File: src/rtl/alu_pkg.sv
// Shared opcode and scheduler state encodings for the ALU scheduler slice.
package alu_pkg;

   typedef enum logic [2:0] {
      OP_ADD = 3'd0,
      OP_SUB = 3'd1,
      OP_NOT = 3'd2,
      OP_AND = 3'd3,
      OP_OR  = 3'd4,
      OP_XOR = 3'd5,
      OP_CMP = 3'd6,
      OP_EQU = 3'd7
   } alu_op_e;

   typedef enum logic [1:0] {
      ST_IDLE = 2'd0,
      ST_EXEC = 2'd1,
      ST_RESP = 2'd2
   } state_e;

   localparam int OP_W = 3;

endpackage

File: src/rtl/alu.sv
// Combinational N-bit ALU with carry/zero/overflow flags; zero latency, no flow control.
module alu
   import alu_pkg::*;
#(
   parameter int N = 4
) (
   input  alu_op_e        sel,
   input  logic [N-1:0]   a,
   input  logic [N-1:0]   b,
   output logic [N-1:0]   s,
   output logic           carry,
   output logic           zero,
   output logic           overflow
);

   logic [N:0] add_r;
   logic [N:0] sub_r;
   logic       add_ov;
   logic       sub_ov;
   logic       lt;

   assign add_r  = {1'b0, a} + {1'b0, b};
   assign sub_r  = {1'b0, a} + {1'b0, ~b} + {{N{1'b0}}, 1'b1};
   assign add_ov = (a[N-1] == b[N-1]) && (add_r[N-1] != a[N-1]);
   assign sub_ov = (a[N-1] != b[N-1]) && (sub_r[N-1] != a[N-1]);
   // Signed less-than: sign of the difference corrected by overflow.
   assign lt     = sub_r[N-1] ^ sub_ov;

   always_comb begin
      s        = '0;
      carry    = 1'b0;
      zero     = 1'b0;
      overflow = 1'b0;
      case (sel)
         OP_ADD: begin
            s        = add_r[N-1:0];
            carry    = add_r[N];
            zero     = ~|add_r[N-1:0];
            overflow = add_ov;
         end
         OP_SUB, OP_CMP, OP_EQU: begin
            carry    = sub_r[N];
            zero     = ~|sub_r[N-1:0];
            overflow = sub_ov;
            if (sel == OP_SUB)
               s = sub_r[N-1:0];
            else if (sel == OP_CMP)
               s = {N{lt}};
            else
               s = {N{a == b}};
         end
         OP_NOT:  s = ~a;
         OP_AND:  s = a & b;
         OP_OR:   s = a | b;
         OP_XOR:  s = a ^ b;
         default: s = '0;
      endcase
   end

endmodule

File: src/rtl/alu_sched.sv
// Round-robin scheduler feeding one shared ALU; grant -> result valid two cycles later.
// One op in flight; requesters see req_ready low until the result is consumed via rsp_ready.
module alu_sched
   import alu_pkg::*;
#(
   parameter int N  = 4,
   parameter int R  = 4,
   parameter int IW = $clog2(R)
) (
   input  logic            clk,
   input  logic            rst_n,
   input  logic [R-1:0]    req_valid,
   output logic [R-1:0]    req_ready,
   input  logic [3*R-1:0]  req_sel,
   input  logic [N*R-1:0]  req_a,
   input  logic [N*R-1:0]  req_b,
   output logic            rsp_valid,
   input  logic            rsp_ready,
   output logic [IW-1:0]   rsp_id,
   output logic [N-1:0]    rsp_s,
   output logic            rsp_carry,
   output logic            rsp_zero,
   output logic            rsp_overflow,
   output logic            busy
);

   state_e             state;
   state_e             state_nxt;
   logic [IW-1:0]      ptr;
   alu_op_e            op_sel;
   logic [N-1:0]       op_a;
   logic [N-1:0]       op_b;
   logic [IW-1:0]      op_id;

   logic               gnt_found;
   logic [IW-1:0]      gnt_id;
   logic [OP_W-1:0]    gnt_sel;
   logic [N-1:0]       gnt_a;
   logic [N-1:0]       gnt_b;
   logic               hs;

   logic [N-1:0]       alu_s;
   logic               alu_carry;
   logic               alu_zero;
   logic               alu_overflow;

   // Search from ptr upward with wrap; the first valid requester wins.
   always_comb begin
      logic [IW:0]   sum;
      logic [IW-1:0] idx;
      gnt_found = 1'b0;
      gnt_id    = '0;
      sum       = '0;
      idx       = '0;
      for (int i = 0; i < R; i++) begin
         sum = {1'b0, ptr} + (IW+1)'(i);
         if (sum >= (IW+1)'(R))
            sum = sum - (IW+1)'(R);
         idx = sum[IW-1:0];
         if (!gnt_found && req_valid[idx]) begin
            gnt_found = 1'b1;
            gnt_id    = idx;
         end
      end
   end

   always_comb begin
      gnt_sel = '0;
      gnt_a   = '0;
      gnt_b   = '0;
      for (int i = 0; i < R; i++) begin
         if (IW'(i) == gnt_id) begin
            gnt_sel = req_sel[3*i +: 3];
            gnt_a   = req_a[N*i +: N];
            gnt_b   = req_b[N*i +: N];
         end
      end
   end

   always_comb begin
      state_nxt = state;
      hs        = 1'b0;
      req_ready = '0;
      case (state)
         ST_IDLE: begin
            if (gnt_found) begin
               hs        = 1'b1;
               req_ready = {{(R-1){1'b0}}, 1'b1} << gnt_id;
               state_nxt = ST_EXEC;
            end
         end
         ST_EXEC: state_nxt = ST_RESP;
         ST_RESP: begin
            if (rsp_ready)
               state_nxt = ST_IDLE;
         end
         default: state_nxt = ST_IDLE;
      endcase
   end

   assign rsp_valid = (state == ST_RESP);
   assign busy      = (state != ST_IDLE);

   always_ff @(posedge clk or negedge rst_n) begin
      if (!rst_n) begin
         state        <= ST_IDLE;
         ptr          <= '0;
         op_sel       <= OP_ADD;
         op_a         <= '0;
         op_b         <= '0;
         op_id        <= '0;
         rsp_s        <= '0;
         rsp_carry    <= 1'b0;
         rsp_zero     <= 1'b0;
         rsp_overflow <= 1'b0;
         rsp_id       <= '0;
      end else begin
         state <= state_nxt;
         if (hs) begin
            op_sel <= alu_op_e'(gnt_sel);
            op_a   <= gnt_a;
            op_b   <= gnt_b;
            op_id  <= gnt_id;
            ptr    <= (gnt_id == IW'(R-1)) ? '0 : gnt_id + IW'(1);
         end
         if (state == ST_EXEC) begin
            rsp_s        <= alu_s;
            rsp_carry    <= alu_carry;
            rsp_zero     <= alu_zero;
            rsp_overflow <= alu_overflow;
            rsp_id       <= op_id;
         end
      end
   end

   alu #(.N(N)) u_alu (
      .sel      (op_sel),
      .a        (op_a),
      .b        (op_b),
      .s        (alu_s),
      .carry    (alu_carry),
      .zero     (alu_zero),
      .overflow (alu_overflow)
   );

endmodule

File: config.mk
export PLATFORM = sky130hd
export DESIGN_NAME = alu_sched
export DESIGN_NICKNAME = d
export VERILOG_FILES = /design/src/rtl/alu_pkg.sv /design/src/rtl/alu.sv /design/src/rtl/alu_sched.sv
export SDC_FILE = /design/constraint.sdc
export NUM_CORES = 1
export LEC_CHECK = 0
export BUFFER_PORTS_ARGS = -buffer_cell sky130_fd_sc_hd__buf_2
export CAP_MARGIN = 15
export CORE_ASPECT_RATIO = 1.4
export CORE_MARGIN = 10
export CORE_UTILIZATION = 50
export DETAILED_ROUTE_END_ITERATION = 12
export PLACE_DENSITY = 0.9
export SYNTH_ARGS = -nofsm -noshare
export SYNTH_HDL_FRONTEND = slang
export SYNTH_HIERARCHICAL = 1
export SYNTH_SLANG_ARGS = --single-unit
File: constraint.sdc
create_clock -name clk -period 8.64 [get_ports clk]
set_clock_uncertainty 0.1 [all_clocks]
set_input_delay 2.16 -clock clk [delete_from_list [all_inputs] [get_ports clk]]
set_output_delay 2.16 -clock clk [all_outputs]
set_load 0.01 [all_outputs]
==> results of run 1 <==
metrics by stage:
step	power [uW]	worst slack (ps)	instance area, sq um
floorplan	828	2860	2240
global placement	950	2670	2560
detailed placement	975	2590	2560
CTS	1080	2580	2630
global route	1190	2370	2630
finish	1090	2550	2630
power by group through the flow:
stage	sequential [uW]	clock, uW	combinational, uW
final	265	101	719
after global routing	276	109	800
after CTS	263	103	717
after detailed placement	264	0	711
after global placement	261	0	689
after floorplan	233	0	595
cells by family (layout without fill, tap and decap cells):
family                   after synthesis  in the layout  share of synthesized area
AND/OR/NAND/NOR                       63             63                      0.169
buffers and inverters                 45             99                     0.0912
multiplexers                           9              9                     0.0470
XOR/XNOR                               6              6                     0.0235
flip-flops                            26             26                      0.291
AO/OA/AOI/OAI                         87             87                      0.262
adder cells (fa/ha/maj)               19             19                      0.116
layer usage:
layer / up-vias / share of wire / track usage
met1: 990 / 0.41 / 0.158
met4: 0 / 0.034 / 0.0717
met2: 79 / 0.51 / 0.261
met5: - / 0 / 0
li1: 1030 / - / -
met3: 18 / 0.045 / 0.0252
state kept, by name, indices dropped and copies added, names as in the netlist:
register,count
op_sel,3
rsp_overflow,1
rsp_id,2
rsp_carry,1
ptr,2
op_b,4
rsp_zero,1
rsp_s,4
op_a,4
op_id,2
state,2
Yosys cell counts (2+ instances only):
cell type,number,area share
a21oi_1,35,0.078
dfrtp_1,26,0.29
inv_1,25,0.042
ha_1,16,0.090
nand2_1,16,0.027
a31oi_1,15,0.042
a221o_1,11,0.049
nand3b_1,11,0.037
nor2_1,11,0.018
clkbuf_1,9,0.015
mux2_2,8,0.040
and3_1,5,0.014
buf_2,5,0.011
o21ai_0,5,0.011
nand2b_1,4,0.011
o22ai_1,4,0.011
xnor2_1,4,0.016
buf_6,3,0.015
fa_1,3,0.027
o32ai_1,3,0.012
a21o_1,2,0.0067
a2bb2oi_1,2,0.0078
nand4b_1,2,0.0078
nor3_1,2,0.0045
o21bai_1,2,0.0067
or3_1,2,0.0056
xor2_1,2,0.0078
how the worst min path moves through the flow:
stage                     startpoint   endpoint  slack (ps)  depth (start not counted)
after floorplan             op_id[0]   op_id[0]         370                          2
after global placement     rsp_id[0]  rsp_id[0]         360                          2
after detailed placement   rsp_id[0]  rsp_id[0]         370                          2
after CTS                  rsp_id[0]  rsp_id[0]         390                          2
after global routing       rsp_id[0]  rsp_id[0]         420                          2
final                      rsp_id[0]  rsp_id[0]         380                          2
final cells by class:
| cell class | count | area (sq um) | share of cell area |
|---|---|---|---|
| sequential | 26 | 651 | 0.247 |
| multi-input combinational | 184 | 1380 | 0.524 |
| tap | 60 | 75.1 | 0.0285 |
| clock buffer | 3 | 41.3 | 0.0157 |
| inverter | 26 | 100 | 0.0380 |
| timing repair buffer | 69 | 355 | 0.135 |
| clock inverter | 1 | 30.0 | 0.0114 |
worst min-delay path: cells and delay by family (launching register included):
kind / cells / cell delay (ps)
compound gates: 1 / 60
simple gates: 1 / 40
flops: 1 / 350
==> flow_summary_export.csv, run 1 <==
group,metric,value,unit
run_status,outcome,"finished clean",
critical_path,r2r-start,"op_a[1]",
placement,gp_congestion,0.870,
run,drv_cap,0,
power,pwr-share-seq,0.244,
timing,report.final.slew_viol_count,0,
global_routing,grt_overflow,0,
cts,clock_latency,280,ps
route,remaining_drc_errors,0,
synth,ys_warn_count,6,
synth,syn_avg_cell_area,8.77,sq um
cts,hold_buffers,0,
timing,slew_headroom,0.571,
critical_path,max_stage_delay,420,ps
timing,hold_viol_final,0,
power,p_sw,505,uW
route,viasPerCell,5.74,
global_routing,grt.total_usage,0.144,
placement,place_inst,365,
cts,cts_tree,"yes",
placement,port_buffers,65,
synth,seq_area_frac_synth,0.291,
critical_path,worstPathRequired,6380,ps
power,ir_drop,170,uV
global_routing,grt_pass1_vias,2117,
critical_path,crit_end,"req_ready[0]",
cts,cts.clk_slew.worst_paths,90,ps
finish,final_util,0.616,
global_routing,grt_pass1_wl,9.40,mm
floorplan,row_count,28,
floorplan,fp.dieArea,0.00758,sq mm
power,combPwrFrac,0.663,
power,p_sw_frac,0.465,
synth,synth.cell_area,0.00224,sq mm
floorplan,die_h,99.1,microns
route,routedWlPerCell,15.4,microns
floorplan,die_w,76.5,microns
timing,setup_violations,0,
timing,period_needed,6090,ps
cts,clock_path_buffers,2,
synth,ys_async_sr_fraction,1.00,
synth,synth_edf_count,0,
power,intPower,580,uW
route,routed_wl,5.67,mm
cts,cts_resized,0,
floorplan,core_area,0.00427,sq mm
hold_path,holdCritPathClass,"register to register",
cts,cts_root_buf,"clkbuf_8",
critical_path,cp.arrival,3830,ps
cts,htree_levels,1,
critical_path,crit_fanout,12,
route,antenna_left,0,
route,drt_iter0_drc,127,
synth,syn-num-nets,325,
critical_path,cp_common_cell,"buf_2",
timing,hold-worst-slack,384,ps
critical_path,crit_start,"req_valid[0]",
cts,clock-sinks,26,
synth,synth_cell_types,49,
timing,max_freq,164,MHz
synth,syn_inst,255,
route,vias,2117,
power,clock_power_share,0.093,
critical_path,critPathLaunchType,"primary input",
critical_path,critPathBufInv,2,
critical_path,cpMaxStageDelayCell,"ha_1",
critical_path,r2r-end,"rsp_s[0]",
critical_path,crit_family,"simple AND/OR/NAND/NOR gates",
critical_path,critical_path_depth,7,
timing,post-route-period-util,0.705,
critical_path,crit_type,"primary input to output port",
cts,cts_made_buffers,3,
power,p_leak,0.00129,uW
finish,areaGrowthSynthToFinish,17.8,%
cts,post_cts_buffers,0,
critical_path,reg2regPathDepth,12,
finish,diodes,0,
finish,nFillCells,394,
power,p_per_area,412,mW/mm^2
finish,layout.nets,380,
critical_path,r2r_slack,5700,ps
finish,final_common_cell,"buf_2",
floorplan,io_pins,66,
critical_path,cp_cell_sequence,"buf_2, nor3b_1, o21bai_1, or2_2, ha_1, and3_1, buf_2",
synth,synthFlopType,"dfrtp_1",
critical_path,end_kind,"output port",
finish,fin_cells,369,
floorplan,initial_core_util,0.523,
route,firstDrtPassIters,4,
global_routing,antenna_found_initial,0,
timing,worst_slew_pin_slew,643,ps
finish,final_cell_mix,"buf_2, a21oi_1, dfrtp_1",
timing,rsz0062_at_grt,"no",
timing,fin_tns_setup,0,ps
global_routing,grt_max_degree,27,
synth,synth_seq_cells,26,
placement,dp_hpwl,4.43,mm
finish,drive_gt1_frac,0.301,
No activity file was read; power rests on OpenSTA's default activity.
==> inputs of run 2 (changes only) <==
ABC_AREA = 1   (was unset)
CORE_UTILIZATION = 48   (was 50)
PLACE_DENSITY = 0.89   (was 0.9)
clock period = 5.4 ns   (was 8.64 ns; I/O delays follow)
==> run 2 against run 1 <==
Against the previous run:
- sequential share of layout area fell by 1.6 points
- final area rose by 7.1%
- die area rose by 11%
- non-clock buffer count shrank 2
- setup slack lost 1800 ps
- count of clock-buffer cells in the layout stayed put
- combinational power up 120%
- critical path depth is 7 higher
- critical path type unchanged
==> flow_summary_export.csv, run 2 <==
group,metric,value,unit
global_routing,grt_max_degree,27,
synth,seq_area_frac_synth,0.265,
critical_path,end_kind,"output port",
timing,fin_tns_setup,0,ps
cts,clock_path_buffers,2,
timing,post-route-period-util,0.867,
synth,synth_simple_gate_area_share,0.350,
route,drt_iter0_drc,120,
power,clock_power_share,0.052,
timing,hold_viol_final,0,
critical_path,critPathLaunchType,"primary input",
synth,synth_compound_area_frac,0.120,
critical_path,r2r-start,"ptr[0]",
timing,setup_violations,0,
timing,worst_slew_pin_slew,610,ps
cts,clock_latency,270,ps
route,routedWlPerCell,12.2,microns
cts,cts_tree,"yes",
finish,areaGrowthSynthToFinish,14.9,%
global_routing,grt_overflow,0,
route,firstDrtPassIters,4,
cts,hold_buffers,0,
synth,ys_async_sr_fraction,1.00,
finish,drive_gt1_frac,0.230,
synth,synthAdderAreaFrac,0.106,
synth,synth.most_common_cell,"nand2_1",
synth,synth.cell_area,0.00245,sq mm
placement,gp_congestion,0.891,
placement,dp_hpwl,5.00,mm
route,vias,2496,
global_routing,grt.total_usage,0.141,
route,antenna_left,0,
synth,synth_largest_area_cell,"dfrtp_1",
placement,dp_slack,777,ps
power,p_sw,1170,uW
power,p_sw_frac,0.556,
cts,post_cts_buffers,0,
hold_path,holdCritPathClass,"register to register",
critical_path,crit_type,"primary input to output port",
timing,max_freq,214,MHz
route,viasPerCell,5.08,
floorplan,fp.dieArea,0.00842,sq mm
critical_path,crit_end,"req_ready[2]",
cts,cts.clk_slew.worst_paths,90,ps
finish,diodes,0,
route,remaining_drc_errors,0,
synth,ys_warn_count,6,
cts,cts_made_buffers,3,
critical_path,max_stage_delay,410,ps
power,p_per_area,748,mW/mm^2
route,routed_wl,5.98,mm
floorplan,die_w,80.4,microns
placement,port_buffers,65,
hold_path,min_from,"rsp_s[0]",
critical_path,cpMaxStageDelayCell,"ha_1",
timing,slew_headroom,0.592,
global_routing,grt_pass1_wl,10.2,mm
synth,synth_common_cells,"nand2_1, inv_1, o21ai_0",
cts,clock-sinks,26,
synth,synth_edf_count,0,
timing,period_needed,4680,ps
critical_path,r2r-end,"op_a[0]",
synth,synthFlopType,"dfrtp_1",
critical_path,worstPathRequired,3950,ps
floorplan,core_area,0.00492,sq mm
power,combPwrFrac,0.764,
critical_path,crit_fanout,12,
finish,final_cell_mix,"nand2_1, buf_2, inv_1",
floorplan,io_pins,66,
synth,synthXorXnorAreaFrac,0.00357,
critical_path,cp.arrival,3230,ps
finish,final_common_cell,"nand2_1",
critical_path,crit_start,"req_valid[1]",
synth,syn_avg_cell_area,6.63,sq um
synth,synth_cell_types,32,
critical_path,reg2regPathDepth,18,
floorplan,die_h,105,microns
run,drv_cap,0,
synth,yosysTopAreaCellShare,0.265,
timing,worst_slack,719,ps
synth,synth_seq_cells,26,
cts,cts_root_buf,"clkbuf_8",
power,pwr-share-seq,0.184,
critical_path,r2r_slack,2210,ps
power,ir_drop,621,uV
cts,htree_levels,1,
synth,syn-num-nets,440,
floorplan,initial_core_util,0.499,
cts,cts_resized,0,
critical_path,cp_cell_sequence,"buf_2, inv_1, nand2_1, nand3_1, nand2_2, nor2_4, nand3_1, nand3_1, nand2_1, inv_1, ha_1, inv_1, nor2_1, buf_2",
power,intPower,936,uW
power,p_leak,0.00159,uW
finish,top_regs,"op_a (4), op_b (4), rsp_s (4)",
synth,synth_area_leaders,"dfrtp_1, nand2_1, ha_1",
timing,rsz0062_at_grt,"no",
global_routing,antenna_found_initial,0,
synth,synthMuxAreaShare,0.0413,
run_status,outcome,"finished clean",
finish,layout.nets,499,
global_routing,grt_pass1_vias,2459,
timing,report.final.slew_viol_count,0,
synth,synth_top_family_by_area,"simple AND/OR/NAND/NOR gates",
synth,syn_inst,370,
floorplan,row_count,30,
run 2: changes by cell type in the layout (fill, tap and decap cells not counted), moves of 11 or more:
cell / delta
a31oi_1: -15
inv_1: +18
o21ai_0: +28
nand3_1: +21
nand2_1: +122
a221o_1: -11
a21oi_1: -19
run 2: final cells by class:
class | count | area [sq um]
sequential | 26 | 651
timing repair buffer | 67 | 340
fill | 476 | 2100
inverter | 48 | 183
tap | 64 | 80.1
multi-input combinational | 283 | 1530
clock buffer | 3 | 41.3
run 2: routing by layer:
layer | wire, microns | vias up | track usage
li1 | - | 1286 | -
met1 | 2510 | 1129 | 0.155
met2 | 2970 | 69 | 0.245
met3 | 369 | 12 | 0.0352
met4 | 121 | 0 | 0.0593
met5 | 0 | - | 0
run 2: worst max-delay path: cells and delay by family:
| family | cells | cell delay [ps] |
|---|---|---|
| and+or+nand+nor | 8 | 830 |
| adders and majority gates | 1 | 410 |
| buffers and inverters | 5 | 650 |
run 2: kinds of logic after synthesis:
| group | after synthesis |
|---|---|
| AND/OR/NAND/NOR | 197 |
| adder cells (fa/ha/maj) | 19 |
| AO/OA/AOI/OAI | 57 |
| multiplexers | 9 |
| buffers and inverters | 61 |
| XOR/XNOR | 1 |
| flip-flops | 26 |
run 2: power by group through the flow:
| stage | clock network (uW) | logic, uW | registers (uW) |
|---|---|---|---|
| floorplan | 0 | 1330 | 366 |
| global placement | 0 | 1560 | 387 |
| detailed placement | 0 | 1600 | 393 |
| CTS | 113 | 1610 | 389 |
| global route | 118 | 1870 | 405 |
| finish | 110 | 1610 | 388 |
run 2: worst min-delay path by stage:
stage / end / cells after the start / slack, ps
after global routing: rsp_s[1] / 1 / 420
after floorplan: op_id[1] / 2 / 350
after detailed placement: op_id[1] / 2 / 380
final: rsp_s[0] / 1 / 400
after CTS: op_id[1] / 2 / 410
after global placement: op_id[1] / 2 / 370
run 2: through the flow:
step | hold slack, ps | cells | power (uW) | area (sq um) | util
global route | 422 | 491 | 2390 | 2820 | 0.574
global placement | 367 | 488 | 1950 | 2780 | 0.565
finish | 405 | 491 | 2110 | 2820 | 0.574
CTS | 406 | 491 | 2110 | 2820 | 0.574
detailed placement | 383 | 488 | 2000 | 2780 | 0.565
floorplan | 345 | 370 | 1700 | 2450 | -
==> inputs of run 3 (changes only) <==
SYNTH_HIERARCHICAL = unset   (was 1)
==> run 3 against run 2 <==
Against the previous run:
- first-iteration DRC count is 43% higher
- sequential share of layout area increased by 0.31 points
- synthesized cell count is 5.9% lower
- sequential cell count unchanged
- utilization is 0.33 points lower
- register-to-register slack got worse by 90 ps
- non-clock buffer count decreased by 1
- via count shrank 3.1%
- worst hold slack worse by 22 ps
- largest power group unchanged
- critical endpoint unchanged
- highest routed layer unchanged
==> flow_summary_export.csv, run 3 <==
group,metric,value,unit
cts,hold_buffers,0,
timing,post-route-period-util,0.872,
route,routedWlPerCell,12.7,microns
global_routing,grt_overflow,0,
cts,post_cts_buffers,0,
cts,cts.clk_slew.worst_paths,80,ps
route,viasPerCell,5.16,
route,firstDrtPassIters,5,
synth,synth_edf_count,0,
route,remaining_drc_errors,0,
critical_path,critPathLaunchType,"primary input",
cts,cts_resized,0,
global_routing,grt_pass1_vias,2448,
cts,cts_root_buf,"clkbuf_8",
placement,dp_slack,703,ps
synth,synth_area_leaders,"dfrtp_1, nand2_1, ha_1",
route,antenna_left,0,
floorplan,die_h,104,microns
cts,clock_latency,270,ps
placement,place_inst,466,
timing,hold_viol_final,0,
power,design_power_total,2210,uW
cts,clock-sinks,26,
critical_path,crit_type,"primary input to output port",
cts,clock_path_buffers,2,
finish,fin_cells,469,
finish,seq_area,651,sq um
floorplan,row_count,30,
synth,synth_cell_types,33,
route,top_layer,"met4",
finish,nFillCells,499,
synth,yosysTopAreaCellShare,0.270,
finish,final_util,0.570,
synth,syn_avg_cell_area,6.94,sq um
timing,setup_violations,0,
run_status,outcome,"finished clean",
route,vias,2419,
global_routing,grt_max_degree,28,
cts,htree_levels,1,
timing,rsz0062_at_grt,"no",
critical_path,cp.arrival,3260,ps
hold_path,holdCritPathClass,"register to register",
route,drt_iter0_drc,171,
critical_path,r2r-start,"ptr[0]",
finish,top_regs,"op_a (4), op_b (4), rsp_s (4)",
synth,synthFlopType,"dfrtp_1",
global_routing,grt_pass1_wl,10.4,mm
timing,slew_headroom,0.544,
timing,worst_slack,690,ps
critical_path,end_kind,"output port",
hold_path,min_from,"rsp_id[1]",
global_routing,antenna_found_initial,0,
synth,ys_async_sr_fraction,1.00,
critical_path,crit_start,"req_valid[1]",
synth,synth.most_common_cell,"nand2_1",
floorplan,io_pins,66,
synth,syn_inst,348,
timing,report.final.slew_viol_count,0,
synth,synth_seq_cells,26,
placement,gp_congestion,0.885,
floorplan,core_area,0.00488,sq mm
finish,drive_gt1_frac,0.262,
critical_path,r2r_slack,2120,ps
cts,cts_tree,"yes",
power,p_per_area,796,mW/mm^2
run,drv_cap,0,
global_routing,grt.total_usage,0.145,
synth,synth_common_cells,"nand2_1, inv_1, o21ai_0",
critical_path,worstPathRequired,3950,ps
finish,multi_input_area,0.00150,sq mm
route,wl_met1,2.49,mm
route,route.met3.wl,452,microns
power,ir_drop,521,uV
route,wl_met2,2.89,mm
floorplan,initial_core_util,0.495,
synth,synth.cell_area,0.00241,sq mm
synth,syn-num-nets,418,
synth,seq_area_frac_synth,0.270,
finish,diodes,0,
power,p_leak,0.00151,uW
timing,fin_tns_setup,0,ps
placement,dp_hpwl,4.83,mm
finish,final_cell_mix,"nand2_1, buf_2, inv_1",
timing,max_freq,212,MHz
finish,final_common_cell,"nand2_1",
placement,port_buffers,65,
route,routed_wl,5.96,mm
synth,synth_largest_area_cell,"dfrtp_1",
synth,ys_warn_count,0,
timing,period_needed,4710,ps
finish,layout.nets,477,
floorplan,die_w,79.9,microns
timing,worst_slew_pin_slew,682,ps
critical_path,crit_fanout,12,
floorplan,fp.dieArea,0.00830,sq mm
finish,areaGrowthSynthToFinish,15.3,%
cts,cts_made_buffers,3,
run 3: cell count changes in the layout (fill, tap and decap cells not counted), moves of 4 or more:
cell,before,now
mux2_2,9,0
nand3_1,22,16
nand2_2,7,15
o21ai_2,0,12
nor2_1,16,25
o22ai_1,0,4
nand2_1,138,104
run 3: metrics by stage:
stage	hold WS (ps)	area (sq um)
6_report	383	2780
2_1_floorplan	342	2410
3_5_place_dp	362	2740
4_1_cts	385	2780
5_1_grt	391	2780
3_3_place_gp	356	2740
run 3: worst max-delay path, stage by stage:
cell and delay [ps]:
buf_2 110, inv_1 40, nand2_1 50, nand3_1 140, nand2_2 100, nor2_8 150
nand3_1 70, nand3_1 110, nand2_1 110, inv_1 90, ha_1 390, inv_1 250
nor2_1 140, buf_2 140
run 3: path summary, 6_finish.rpt:
check / end / cells after the start
min in group asynchronous: op_b[1] / 1
max reg2reg: op_a[3] / 14
min reg2reg: rsp_id[1] / 2
max in group asynchronous: state[1] / 1
max: req_ready[2] / 14
min: rsp_id[1] / 2
run 3: kinds of logic (layout without fill, tap and decap cells):
kind of cell | after synthesis | in the layout | synth area share
AOI/OAI and AO/OA | 68 | 68 | 0.165
xor gates and xnor gates | 4 | 4 | 0.0145
adders and majority gates | 19 | 19 | 0.108
buffers and inverters | 57 | 114 | 0.110
DFF | 26 | 26 | 0.270
and+or+nand+nor | 174 | 174 | 0.333
run 3: final cells by class:
type | instances | area share
clock buffer | 3 | 0.0148
inverter | 45 | 0.0652
multi-input combinational | 265 | 0.538
sequential | 26 | 0.234
tap | 64 | 0.0288
timing repair buffer | 66 | 0.120
run 3: per-layer routing:
layer / GRT usage / vias to the layer above
li1: - / 1226
met1: 0.170 / 1092
met2: 0.246 / 92
met3: 0.0320 / 9
met4: 0.0530 / 0
met5: 0 / -
run 3: where the power goes:
group          leakage, uW  internal (uW)  switching [uW]
clock            0.0000216           50.0            59.7
combinational      0.00116            628            1090
sequential        0.000324            293            92.4
total              0.00151            970            1240
